$ cat config.mk
export PLATFORM = sky130hd
export DESIGN_NAME = logical_op_pipe
export DESIGN_NICKNAME = d
export VERILOG_FILES = /design/src/rtl/logical_pkg.sv /design/src/rtl/logical_lane.sv /design/src/rtl/logical_op_pipe.sv
export SDC_FILE = /design/constraint.sdc
export NUM_CORES = 1
export LEC_CHECK = 0
export CORE_MARGIN = 2
export CORE_UTILIZATION = 42
export DETAILED_ROUTE_END_ITERATION = 10
export GPL_TIMING_DRIVEN = 0
export PLACE_DENSITY = 0.78
export SETUP_SLACK_MARGIN = 0.15
export SLEW_MARGIN = 10
export SYNTH_ARGS = -nofsm -noshare
export SYNTH_HDL_FRONTEND = slang
export SYNTH_HIERARCHICAL = 1
export SYNTH_SLANG_ARGS = --single-unit
$ cat constraint.sdc
create_clock -name clk -period 1.7 [get_ports clk]
set_clock_uncertainty 0.15 [all_clocks]
set_input_delay 0.34 -clock clk [delete_from_list [all_inputs] [get_ports clk]]
set_output_delay 0.34 -clock clk [all_outputs]
set_load 0.005 [all_outputs]
$ cat src/rtl/logical_pkg.sv
// Shared types and helpers for the pipelined logical operator unit.
// Opcode bit 2 inverts the result; bits [1:0] pick the base operator.
package logical_pkg;

    typedef enum logic [2:0] {
        OP_AND  = 3'b000,
        OP_OR   = 3'b001,
        OP_XOR  = 3'b010,
        OP_NAND = 3'b100,
        OP_NOR  = 3'b101,
        OP_XNOR = 3'b110
    } op_e;

    typedef enum logic {
        ST_FIRST = 1'b0,
        ST_MID   = 1'b1
    } pkt_state_e;

    localparam int         OP_INV_BIT = 2;
    localparam logic [7:0] BEATS_MAX  = 8'd255;

    function automatic logic is_reserved(input logic [2:0] op);
        return op[1:0] == 2'b11;
    endfunction

    // Base operator only; a reserved base yields 0.
    function automatic logic base_fold(input logic [1:0] op, input logic acc, input logic x);
        case (op)
            2'b00:   return acc & x;
            2'b01:   return acc | x;
            2'b10:   return acc ^ x;
            default: return 1'b0;
        endcase
    endfunction

endpackage

$ cat src/rtl/logical_lane.sv
// One lane: reduce both operands to booleans and apply the base operator.
module logical_lane
    import logical_pkg::*;
#(
    parameter int N = 8
) (
    input  logic [N-1:0] a,
    input  logic [N-1:0] b,
    input  logic [1:0]   base_op,
    output logic         x
);

    assign x = base_fold(base_op, |a, |b);

endmodule

$ cat src/rtl/logical_op_pipe.sv
// Multi-lane logical operator with packet accumulate, two register stages
// (S1 lane reduce, S2 fold + output register) and valid/ready backpressure.
module logical_op_pipe
    import logical_pkg::*;
#(
    parameter int N     = 8,
    parameter int LANES = 4
) (
    input  logic               clk,
    input  logic               rst_n,
    input  logic               in_valid,
    output logic               in_ready,
    input  logic [2:0]         in_op,
    input  logic               in_acc,
    input  logic               in_last,
    input  logic [LANES*N-1:0] in_a,
    input  logic [LANES*N-1:0] in_b,
    output logic               out_valid,
    input  logic               out_ready,
    output logic [LANES-1:0]   out_c,
    output logic               out_err,
    output logic [7:0]         out_beats
);

    logic             rdy_en;
    pkt_state_e       state, state_n;
    logic [2:0]       pkt_op;
    logic             pkt_acc;
    logic             is_first;
    logic [2:0]       eff_op;
    logic             eff_acc, eff_last;
    logic [LANES-1:0] lane_x;

    logic             s1_valid, s1_ready, s1_go, s2_ready, in_fire;
    logic [LANES-1:0] s1_x;
    logic [2:0]       s1_op;
    logic             s1_err, s1_first, s1_last;

    logic [LANES-1:0] acc_q, fold_x, res_c;
    logic             acc_err, err_n;
    logic [7:0]       acc_beats, beats_n;

    // Holds in_ready low until the first edge after reset release.
    always_ff @(posedge clk or negedge rst_n) begin
        if (!rst_n) rdy_en <= 1'b0;
        else        rdy_en <= 1'b1;
    end

    assign s2_ready = !out_valid || out_ready;
    assign s1_ready = !s1_valid || s2_ready;
    assign s1_go    = s1_valid && s2_ready;
    assign in_ready = rdy_en && s1_ready;
    assign in_fire  = in_valid && in_ready;

    // Packet FSM: state register
    always_ff @(posedge clk or negedge rst_n) begin
        if (!rst_n) state <= ST_FIRST;
        else        state <= state_n;
    end

    // Packet FSM: next state
    always_comb begin
        state_n = state;
        if (in_fire) state_n = eff_last ? ST_FIRST : ST_MID;
    end

    // Packet FSM: outputs; op/acc come from the first beat of a packet
    always_comb begin
        is_first = (state == ST_FIRST);
        eff_op   = is_first ? in_op  : pkt_op;
        eff_acc  = is_first ? in_acc : pkt_acc;
        eff_last = !eff_acc || in_last;
    end

    always_ff @(posedge clk or negedge rst_n) begin
        if (!rst_n) begin
            pkt_op  <= 3'b000;
            pkt_acc <= 1'b0;
        end else if (in_fire && is_first) begin
            pkt_op  <= in_op;
            pkt_acc <= in_acc;
        end
    end

    for (genvar k = 0; k < LANES; k++) begin : g_lane
        logical_lane #(.N(N)) u_lane (
            .a       (in_a[k*N +: N]),
            .b       (in_b[k*N +: N]),
            .base_op (eff_op[1:0]),
            .x       (lane_x[k])
        );
    end

    // S1: per-lane base results plus packet position
    always_ff @(posedge clk or negedge rst_n) begin
        if (!rst_n) begin
            s1_valid <= 1'b0;
            s1_x     <= '0;
            s1_op    <= 3'b000;
            s1_err   <= 1'b0;
            s1_first <= 1'b0;
            s1_last  <= 1'b0;
        end else if (s1_ready) begin
            s1_valid <= in_fire;
            if (in_fire) begin
                s1_x     <= lane_x;
                s1_op    <= eff_op;
                s1_err   <= is_reserved(eff_op);
                s1_first <= is_first;
                s1_last  <= eff_last;
            end
        end
    end

    // S2 fold: a first beat restarts from its own result, never the old accumulator
    always_comb begin
        err_n   = s1_err | (!s1_first && acc_err);
        beats_n = s1_first ? 8'd1 :
                  (acc_beats == BEATS_MAX) ? BEATS_MAX : acc_beats + 8'd1;
        for (int k = 0; k < LANES; k++)
            fold_x[k] = s1_first ? s1_x[k] : base_fold(s1_op[1:0], acc_q[k], s1_x[k]);
        res_c = err_n ? '0 : (s1_op[OP_INV_BIT] ? ~fold_x : fold_x);
    end

    always_ff @(posedge clk or negedge rst_n) begin
        if (!rst_n) begin
            acc_q     <= '0;
            acc_err   <= 1'b0;
            acc_beats <= 8'd0;
        end else if (s1_go) begin
            acc_q     <= fold_x;
            acc_err   <= err_n;
            acc_beats <= beats_n;
        end
    end

    // Output register holds until popped; absorbed beats never touch it
    always_ff @(posedge clk or negedge rst_n) begin
        if (!rst_n) begin
            out_valid <= 1'b0;
            out_c     <= '0;
            out_err   <= 1'b0;
            out_beats <= 8'd0;
        end else if (s1_go && s1_last) begin
            out_valid <= 1'b1;
            out_c     <= res_c;
            out_err   <= err_n;
            out_beats <= beats_n;
        end else if (out_ready) begin
            out_valid <= 1'b0;
        end
    end

endmodule

Yosys cells after proc, flatten, opt, wreduce, memory -nomap -nowiden. Cells that the tools add are included.

RAM bits: 0. ROM bits: 0. Memories: 0. Bits in latches: 0. Output and inout port bits: 15. Bits in registers: 44.

$lt $le $gt $ge: 0. Equal/unequal tests: 6. Bitwise logic cells: 27. $add $sub $neg: 1. Muxes and demuxes: 21. Shift operators: 0. Multipliers: 0. Reduce and logical (&&, ||, !) cells: 25. Div/mod/pow operators: 0.

Operators with widths (count): $reduce_or 8->1 (8); $pmux 1 s3 (8); $mux 8 (2); $or 1x1->1 (9); $add 8x1->8 const B (1); $and 1x1->1 (8); $eq 8x8->1 const B (1); $mux 1 (8); $mux 4 (2); $xor 1x1->1 (8); $eq 2x2->1 const B (3); $logic_and 1x1->1 (6); $eq 2x1->1 const B (2); $logic_not 1->1 (4); $logic_not 2->1 (2); $not 4->4 (1); $logic_or 1x1->1 (3); $mux 3 (1); $reduce_and 2->1 (1); $reduce_bool 2->1 (1); $not 1->1 (1).

Depth between registers and ports, before layout.
Word-level depth: 6. Mapped depth: 6. Mapped depth without buffers: 6.

Modules after synthesis. Netlist, hierarchy kept.

Modules (own cells, without submodules): logical_op_pipe (area an instance 2244.7 sq um, cells each 213, instances 1, seq. area each 1101.1 sq um); logical_lane (area an instance 92.6 sq um, cells each 13, instances 4, seq. area each 0.0 sq um).

Worst setup path after synthesis. No wires, ideal clock.

Path kind: reg2reg. Start: register state. End: register s1_x[0]. Cell stages (with the launch flop): 7. Setup slack: -0.035 ns. Buffers on the path: 1. Data required time: 1.425 ns. Period minus slack after synthesis: 1.735 ns. Data arrival time: 1.460 ns. Cell sequence: dfrtp_1 > clkbuf_1 > mux2i_1 > inv_1 > mux2i_1 > o22ai_1 > mux2_2.

Word-level cells in the longest chain between the ends: 3. Elaborated cells on any way between the ends: 5.

RTL lines: from (decl) (line logical_op_pipe.sv:26) `pkt_state_e state, state_n;`; from (signal assigned) (line logical_op_pipe.sv:58) `else state <= state_n;`; $mux 3 * (line logical_op_pipe.sv:70) `eff_op = is_first ? in_op : pkt_op;`; net eff_op[1] (line logical_op_pipe.sv:30) `logic [2:0] eff_op;`; $eq 2x2->1 (tied with other cells) (line logical_pkg.sv:28) `case (op)`; $pmux 1 s3 * (line logical_pkg.sv:28); net lane_x[0] (line logical_op_pipe.sv:32) `logic [LANES-1:0] lane_x;`; to (signal assigned) (line logical_op_pipe.sv:106) `s1_x <= lane_x;`; to (decl) (line logical_op_pipe.sv:35) `logic [LANES-1:0] s1_x;`.

The timed path passes the listed nets; every way through them passes the cells marked *. A chain may end at the register's enable or synchronous reset.

Worst setup path in the final report.
Start: register s1_x[0]. End: register out_c[0].

Word-level cells in the longest chain between the ends: 6. Elaborated cells on any way between the ends: 8.

RTL lines: $xor 1x1->1 (tied with other cells) (line logical_pkg.sv:31) `2'b10: return acc ^ x;`; $pmux 1 s3 (line logical_pkg.sv:28); $mux 1 * (line logical_op_pipe.sv:121) `fold_x[k] = s1_first ? s1_x[k] : base_fold(s1_op[1:0], acc_q[k], s1_x[k]);`; $not 4->4 (line logical_op_pipe.sv:122) `res_c = err_n ? '0 : (s1_op[OP_INV_BIT] ? ~fold_x : fold_x);`; $mux 4 * (2 in series) (line logical_op_pipe.sv:122); to (signal assigned) (line logical_op_pipe.sv:146) `out_c <= res_c;`; to (decl) (line logical_op_pipe.sv:20) `output logic [LANES-1:0] out_c,`.

Mark *: on every way between the ends. The rest lies on a longest branch, timed or not.

==> flow_summary.toml <==
[clock_network]
cts_buffers = 5
path_clk_slew_ns = 0.08
clock-sinks = 44
h-tree-depth = 2
cts_tree = "done"
ctsRootBufferMaster = "clkbuf_8"
cts_buffer_depth = 2
clock_latency_ns = 0.30

[run]
max_cap_violations = 0

[power]
total_power_mw = 4.34
powerDensity_nw_per_um2 = 1020
ir_worst_vdd_v = 0.000723
leakage_nw = 1.97

[route]
drt-pass1-iter-count = 4
drt_iter0_drc = 84
wl_per_cell_um = 14.4
antenna_left = 0
dr_total_vias = 2450
wirelength_mm = 6.73
drc = 0
viasPerCell = 5.26

[place]
dpl_cell_area_um2 = 3850
place_congestion = 0.801
io_buffer_count = 87
dp_hpwl_mm = 4.87

[finish]
layout-drive-gt1-share_pct = 37.6
fin_util_pct = 71.6
fin_area_um2 = 4270
layout.nets = 480
synthToLayoutAreaGrowth_pct = 63.2
antenna_cells = 0

[yosys]
synthFlopType = "dfrtp_1"
yosysMostFrequentCell = "dfrtp_1"
synth_cells = 265
synth_top_area_share_pct = 42.1
synth.area.top_cells = "dfrtp_1 42%, ha_1 8.1%, nand2_1 5.0%"
avgSynthCellArea_um2 = 9.87
syn_nets = 355
syn_area_um2 = 2620
synth_edf_count = 0
ys_warn_count = 6
ys_types = 44
yosysTopAreaCell = "dfrtp_1"
ys_ff_latch = 44
yosysSeqAreaShare_pct = 42.1
synthArstFlopShare_pct = 100
synthTopCellsByCount = "44 x dfrtp_1, 35 x nand2_1, 17 x ha_1"

[floorplan]
die_h_um = 82.9
die-area_um2 = 6870
num_io_pins = 88
dieWidth_um = 82.9
initial_core_util_pct = 43.9
row_count = 28
core-area_um2 = 5960

[sta]
fin_crit_ns = 1.84
min_period_over_period_pct = 108
slew_viol_final = 0
hold_violations = 0
setup_viol = 9
tns_ns = -0.561
rsz0062_at_grt = "yes"
whs_ns = 0.327
setup_ws_ns = -0.141
fmax_mhz = 543

[global_routing]
first_global_vias = 2447
grt_pass1_wl_mm = 11.0
antenna_found_initial = 0
track_usage_pct = 19.0
grt_overflow = 0
grt_max_degree = 26

[min_path]
hold_class = "flop to flop"

[setup_path]
cp_max_fo = 4
arrival_ns = 1.88
crit_required_ns = 1.74
crit_type = "flop to flop"
cp-start-kind = "flop"
cp-end-kind = "flop"

[status]
violations = "setup timing"
status = "complete, but fails checks"
cell families (layout without fill, tap and decap cells):
| group | after synthesis | in the layout | synth area share (%) |
|---|---|---|---|
| and+or+nand+nor | 96 | 96 | 19.5 |
| other | 1 | 1 | 0.143 |
| DFF | 44 | 44 | 42.1 |
| xor gates and xnor gates | 5 | 5 | 1.67 |
| adders and majority gates | 17 | 17 | 8.13 |
| AOI/OAI and AO/OA | 55 | 55 | 14.4 |
| muxes | 22 | 22 | 9.67 |
| buffers and inverters | 25 | 151 | 4.45 |
routing by layer:
metal	routed length, um	GRT usage, %	up-vias
met4	55	4.02	0
met3	290	3.58	7
met2	3550	33.9	67
met1	2830	23.8	1173
li1	-	-	1203
met5	0	0	-
per-stage QoR:
stage               worst slack, ns  std cells
detailed placement           -0.561        428
floorplan                    0.0150        265
global placement              -1.02        427
global route                 -0.233        466
finish                       -0.141        466
CTS                         -0.0889        460
report_power, final:
group	switching, mW	internal [mW]	total (mW)
clock	0.354	0.519	0.872
combinational	0.846	1.07	1.92
sequential	0.232	1.32	1.56
total	1.43	2.91	4.34
path summary, 6_finish.rpt:
kind / startpoint / end / slack, ns / depth (start not counted)
max: s1_x[0] / out_c[0] / -0.14 / 6
min: out_beats[4] / out_beats[4] / 0.33 / 2
max reg2reg: s1_x[0] / out_c[0] / -0.14 / 6
min reg2reg: out_beats[4] / out_beats[4] / 0.33 / 2
max in group asynchronous: rst_n / s1_x[0] / 0.53 / 3
min in group asynchronous: rst_n / rdy_en / 0.38 / 2
worst max-delay path, stage by stage (launching register included):
cell	delay, ns
dfrtp_1	0.41
inv_1	0.07
ha_1	0.29
mux2_4	0.27
a221oi_4	0.26
xor2_1	0.21
o21ai_1	0.07
layout by cell type, fill, tap and decap left out, drive strengths merged, types with 2 or more instances in the layout:
cell            n
xor2            4
ha             17
o21ai          20
a31oi           2
nand2          35
and2           11
mux2i           8
dlygate4sd2    30
a221oi          4
and3            4
o22a            2
buf            60
nor4b           4
a21o            2
mux2           14
nor2            8
clkdlybuf4s15  22
o31ai           4
nor4           16
dfrtp          44
clkdlybuf4s50   6
o22ai           4
clkbuf         18
inv            13
a22o            4
nand3           5
nand2b          7
a21oi           8
sequential cells by signal, indices dropped and copies added (netlist names):
register / flops
acc_beats: 8
out_beats: 8
acc_q: 4
out_c: 4
s1_x: 4
pkt_op: 3
s1_op: 3
acc_err: 1
out_err: 1
out_valid: 1
pkt_acc: 1
rdy_en: 1
s1_err: 1
s1_first: 1
s1_last: 1
s1_valid: 1
state: 1
layout make-up:
class	instances	area, um2
flip-flops and latches	44	1100
fillers	451	1690
plain buffers	12	88.8
inverters	13	51.3
multi-input cells	196	1860
clock inverters	1	30.0
repair buffers	118	947
clock buffers	7	96.3
well taps	75	93.8
timing repair:
item                                    in CTS  in global routing
endpoints found under the setup margin      56                 41
hold buffers                                 1                  0
gates cloned                                 0                  0
resized for setup                          201                 44
endpoints found under the hold margin       19                  0
buffers inserted                            23                  6
pin swaps                                   38                 26
No activity file was read; power rests on OpenSTA's default activity.
==> patch 1 (same flow settings) <==
`BEATS_MAX`: 8'd255 -> 8'd191.
--- a/src/rtl/logical_pkg.sv
+++ b/src/rtl/logical_pkg.sv
@@ -17,7 +17,7 @@
     } pkt_state_e;
 
     localparam int         OP_INV_BIT = 2;
-    localparam logic [7:0] BEATS_MAX  = 8'd255;
+    localparam logic [7:0] BEATS_MAX  = 8'd191;
 
     function automatic logic is_reserved(input logic [2:0] op);
         return op[1:0] == 2'b11;
Formal check against the unedited RTL: no difference found for any inputs over 10 cycles, from zero or initial values and one cycle with rst_n low; that may be too few to reach the edited logic, so the function may still have changed.
==> patch 1 against the unedited design <==
The flow still finishes with violations (setup timing); core utilization increased by 2.7 points; design area is 2.6% higher; total power shrank 3.9%; clock power barely moved; critical path type unchanged; combinational power is 6% lower; maximum frequency shrank 7.3%; setup slack worse by 0.14 ns; routed wire length grew 6.3%; sequential cell count unchanged; critical endpoint is now out_c[1]; sequential share of layout area shrank 0.61 points; die area shrank 2.9%; synthesized area fell by 3.0%.
==> patch 1: results (changes against the unedited design) <==
[synthesis]
synth.avg_cell_area_um2=10.0  ; +1.6%
synth_area_leaders=dfrtp_1 43%, ha_1 8.4%, a22o_1 4.8%
synthTopCellsByCount=44 x dfrtp_1, 30 x nand2_1, 17 x ha_1, 17 x nor4_1
synth_nets=343  ; -3.4%

[detailed_routing]
routed-wl-met2_um=3760  ; +5.8%
drt_iter0_markers=116  ; +38%
routed-via-count=2551  ; +4.1%
wl_per_cell_um=15.2  ; +5.2%
via_per_inst=5.42  ; +3.0%

[setup_path]
arrival_ns=2.03  ; +0.15 ns
reg2reg_from=s1_x[1]
cp_top_family=compound AO/OA/AOI/OAI gates
worstSetupEndpoint=out_c[1]

[final_layout]
drive_gt1_frac=0.379  ; +0.00283
nets=485  ; +1.0%

[power]
p_leak_nw=2.06  ; +4.7%
p_int_mw=2.82  ; -3.0%
peakVddDrop_mv=0.654  ; -9.6%

[outcome]
violations=setup timing
status=complete, but fails checks

[global_route]
met3_usage=0.0440  ; +0.00817
grt_pass1_wl_um=10900  ; -0.31%
gr-usage-all-layers=0.209  ; +0.0187
use_met1=0.251  ; +0.0124

[placed_design]
pre_cts_ws_ns=-0.620  ; -0.0585 ns
dp_cells=416  ; -2.8%
placed_area_um2=3780  ; -1.9%
hpwl_um=4640  ; -4.7%
globalplace.congestion=0.834  ; +4.1%

[clock_network]
cts-resized-gates=158  ; -21%

[timing]
finalWorstSetupSlack_ns=-0.286  ; -0.145 ns
finalSetupViolCount=8  ; -1

[patch 1: kinds of logic (layout without fill, tap and decap cells)]
group           count (synthesis)  after routing  synth area share
other cells                     1              1           0.00148
fa+ha+maj                      17             17            0.0839
buf+inv                        19            162            0.0316
flops                          44             44             0.434
mux                            19             19            0.0853
compound gates                 50             50             0.141
simple gates                   96             96             0.198
xor+xnor                        7              7            0.0242
[patch 1: stage by stage]
stage	hold slack, ns	TNS (ns)
after floorplan	-0.106	-0.404
after global placement	0.315	-58.33
after detailed placement	0.222	-15.89
after CTS	0.336	-1.17
after global routing	0.377	-2.12
final	0.340	-1.27
[patch 1: worst min path at each step]
stage	startpoint	endpoint	slack [ns]	cells after the start
3_3_place_gp	out_beats[0]	out_beats[0]	0.32	2
3_5_place_dp	rst_n	out_beats[6]	0.22	1
5_1_grt	out_ready	out_valid	0.38	3
4_1_cts	out_beats[0]	out_beats[0]	0.34	2
2_1_floorplan	rst_n	acc_beats[0]	-0.11	0
6_report	out_beats[0]	out_beats[0]	0.34	2
[patch 1: layout make-up]
| cell class | instances | area [um^2] |
|---|---|---|
| Sequential cell | 44 | 1100 |
| Buffer | 9 | 71.3 |
| Multi-Input combinational cell | 190 | 1770 |
| Inverter | 10 | 40.0 |
| Clock buffer | 6 | 82.6 |
| Fill cell | 420 | 1510 |
| Clock inverter | 2 | 38.8 |
| Timing Repair Buffer | 135 | 1170 |
| Tap cell | 75 | 93.8 |
[patch 1: power groups by stage]
stage	Combinational, mW	Clock, mW	Sequential, mW
detailed placement	1.38	0	1.52
finish	1.80	0.873	1.50
global placement	1.31	0	1.51
floorplan	0.796	0	1.48
global route	1.98	0.932	1.53
CTS	1.56	0.878	1.49
==> patch 2 (same settings) <==
Made on the original files. Register the output `out_err` once more, with the module's reset; this adds one clock of latency there. The other outputs are not delayed to match.
--- a/src/rtl/logical_op_pipe.sv
+++ b/src/rtl/logical_op_pipe.sv
@@ -21,6 +21,8 @@
     output logic               out_err,
     output logic [7:0]         out_beats
 );
+
+    logic out_err_s0;
 
     logic             rdy_en;
     pkt_state_e       state, state_n;
@@ -139,17 +141,25 @@
         if (!rst_n) begin
             out_valid <= 1'b0;
             out_c     <= '0;
-            out_err   <= 1'b0;
+            out_err_s0 <= 1'b0;
             out_beats <= 8'd0;
         end else if (s1_go && s1_last) begin
             out_valid <= 1'b1;
             out_c     <= res_c;
-            out_err   <= err_n;
+            out_err_s0 <= err_n;
             out_beats <= beats_n;
         end else if (out_ready) begin
             out_valid <= 1'b0;
         end
     end
 
+    always_ff @(posedge clk or negedge rst_n) begin
+        if (!rst_n) begin
+            out_err <= '0;
+        end else begin
+            out_err <= out_err_s0;
+        end
+    end
+
 endmodule
 
Behaviour: not the same (a bounded check fails within 4 cycles, from zero or initial values and one cycle with rst_n low).
==> patch 2 against the unedited design <==
The run still ends with setup timing left; critical path depth stayed put; first-iteration DRC count shrank 3.6%; synthesized area is 0.96% higher; setup slack got worse by 0.033 ns; sequential cell count rose by 1; combinational power up 12%; maximum frequency decreased by 1.8%; total power rose by 2.5%; design area grew 4.5%; routed wire length is 17% higher.
==> patch 2: results (changes against the unedited design) <==
[global_route]
met3_usage=0.0358  ; unchanged
grt_pass1_wl_um=11500  ; +4.9%
gr-usage-all-layers=0.199  ; +0.00954
grt_use_met2=0.362  ; +0.0227
use_met1=0.244  ; +0.00584
grt_pass1_vias=2489  ; +1.7%

[synthesis]
synth_mux_area_frac=0.0957  ; -0.000916
synth_nets=356  ; +0.28%
synthAdderAreaFrac=0.0806  ; -0.000771
synth_compound_area_frac=0.142  ; -0.00136
synthTopCellsByCount=45 x dfrtp_1, 35 x nand2_1, 17 x ha_1
ys_seq_area_frac=0.427  ; +0.00549
synth_area_leaders=dfrtp_1 43%, ha_1 8.1%, nand2_1 5.0%
yosysWarnings=6  ; unchanged

[timing]
finalWorstSetupSlack_ns=-0.174  ; -0.0329 ns
fin_setup_tns_ns=-0.773  ; -0.212 ns
finalSetupViolCount=6  ; -3

[outcome]
violations=setup timing
status=complete, but fails checks

[clock_network]
cts-resized-gates=186  ; -7.5%
cts_buffers=5  ; unchanged
clk_path_buf_depth=2  ; unchanged
postCtsSetupBuffers=18  ; -22%

[final_layout]
antenna_cells=0  ; unchanged
nets=490  ; +2.1%
drive_gt1_frac=0.420  ; +0.0440

[detailed_routing]
routed_wl_um=7840  ; +17%
drt_iter0_markers=81  ; -3.6%
route.layer.met1.wl_um=3000  ; +6.1%
dr_wl_met3_um=465  ; +60%
routed-via-count=2603  ; +6.2%

[min_path]
min_from=out_err_s0
hold_depth=0  ; -2

[placed_design]
pre_cts_ws_ns=-0.559  ; +0.00170 ns
hpwl_um=4900  ; +0.68%
globalplace.congestion=0.861  ; +7.4%

[setup_path]
worstSetupEndpoint=out_c[2]
crit_start=s1_x[2]
max_stage_delay_ns=0.44  ; +0.03 ns

[power]
peakVddDrop_mv=0.683  ; -5.6%
p_sw_frac=0.361  ; +0.0318
pwr-share-seq=0.362  ; +0.004
p_switching_mw=1.61  ; +12%

[patch 2: cells by family (layout without fill, tap and decap cells)]
| logic type | Yosys count | count (layout) |
|---|---|---|
| AO/OA/AOI/OAI | 55 | 55 |
| XOR/XNOR | 5 | 5 |
| adder cells (fa/ha/maj) | 17 | 17 |
| buffers and inverters | 25 | 159 |
| flip-flops | 45 | 45 |
| multiplexers | 22 | 22 |
| other | 1 | 1 |
| AND/OR/NAND/NOR | 96 | 96 |
[patch 2: stage by stage]
stage           util  hold WS (ns)  cells
5_1_grt        0.745         0.251    475
4_1_cts        0.692         0.247    455
3_5_place_dp   0.647         0.156    429
3_3_place_gp   0.645         0.211    428
2_1_floorplan      -        -0.106    266
6_report       0.745         0.250    475
[patch 2: layout make-up]
class                   count  area (um^2)
plain buffers              12          105
clock buffers               7         86.3
fillers                   397         1530
inverters                  13         51.3
multi-input cells         196         1960
flip-flops and latches     45         1130
well taps                  75         93.8
repair buffers            127         1030
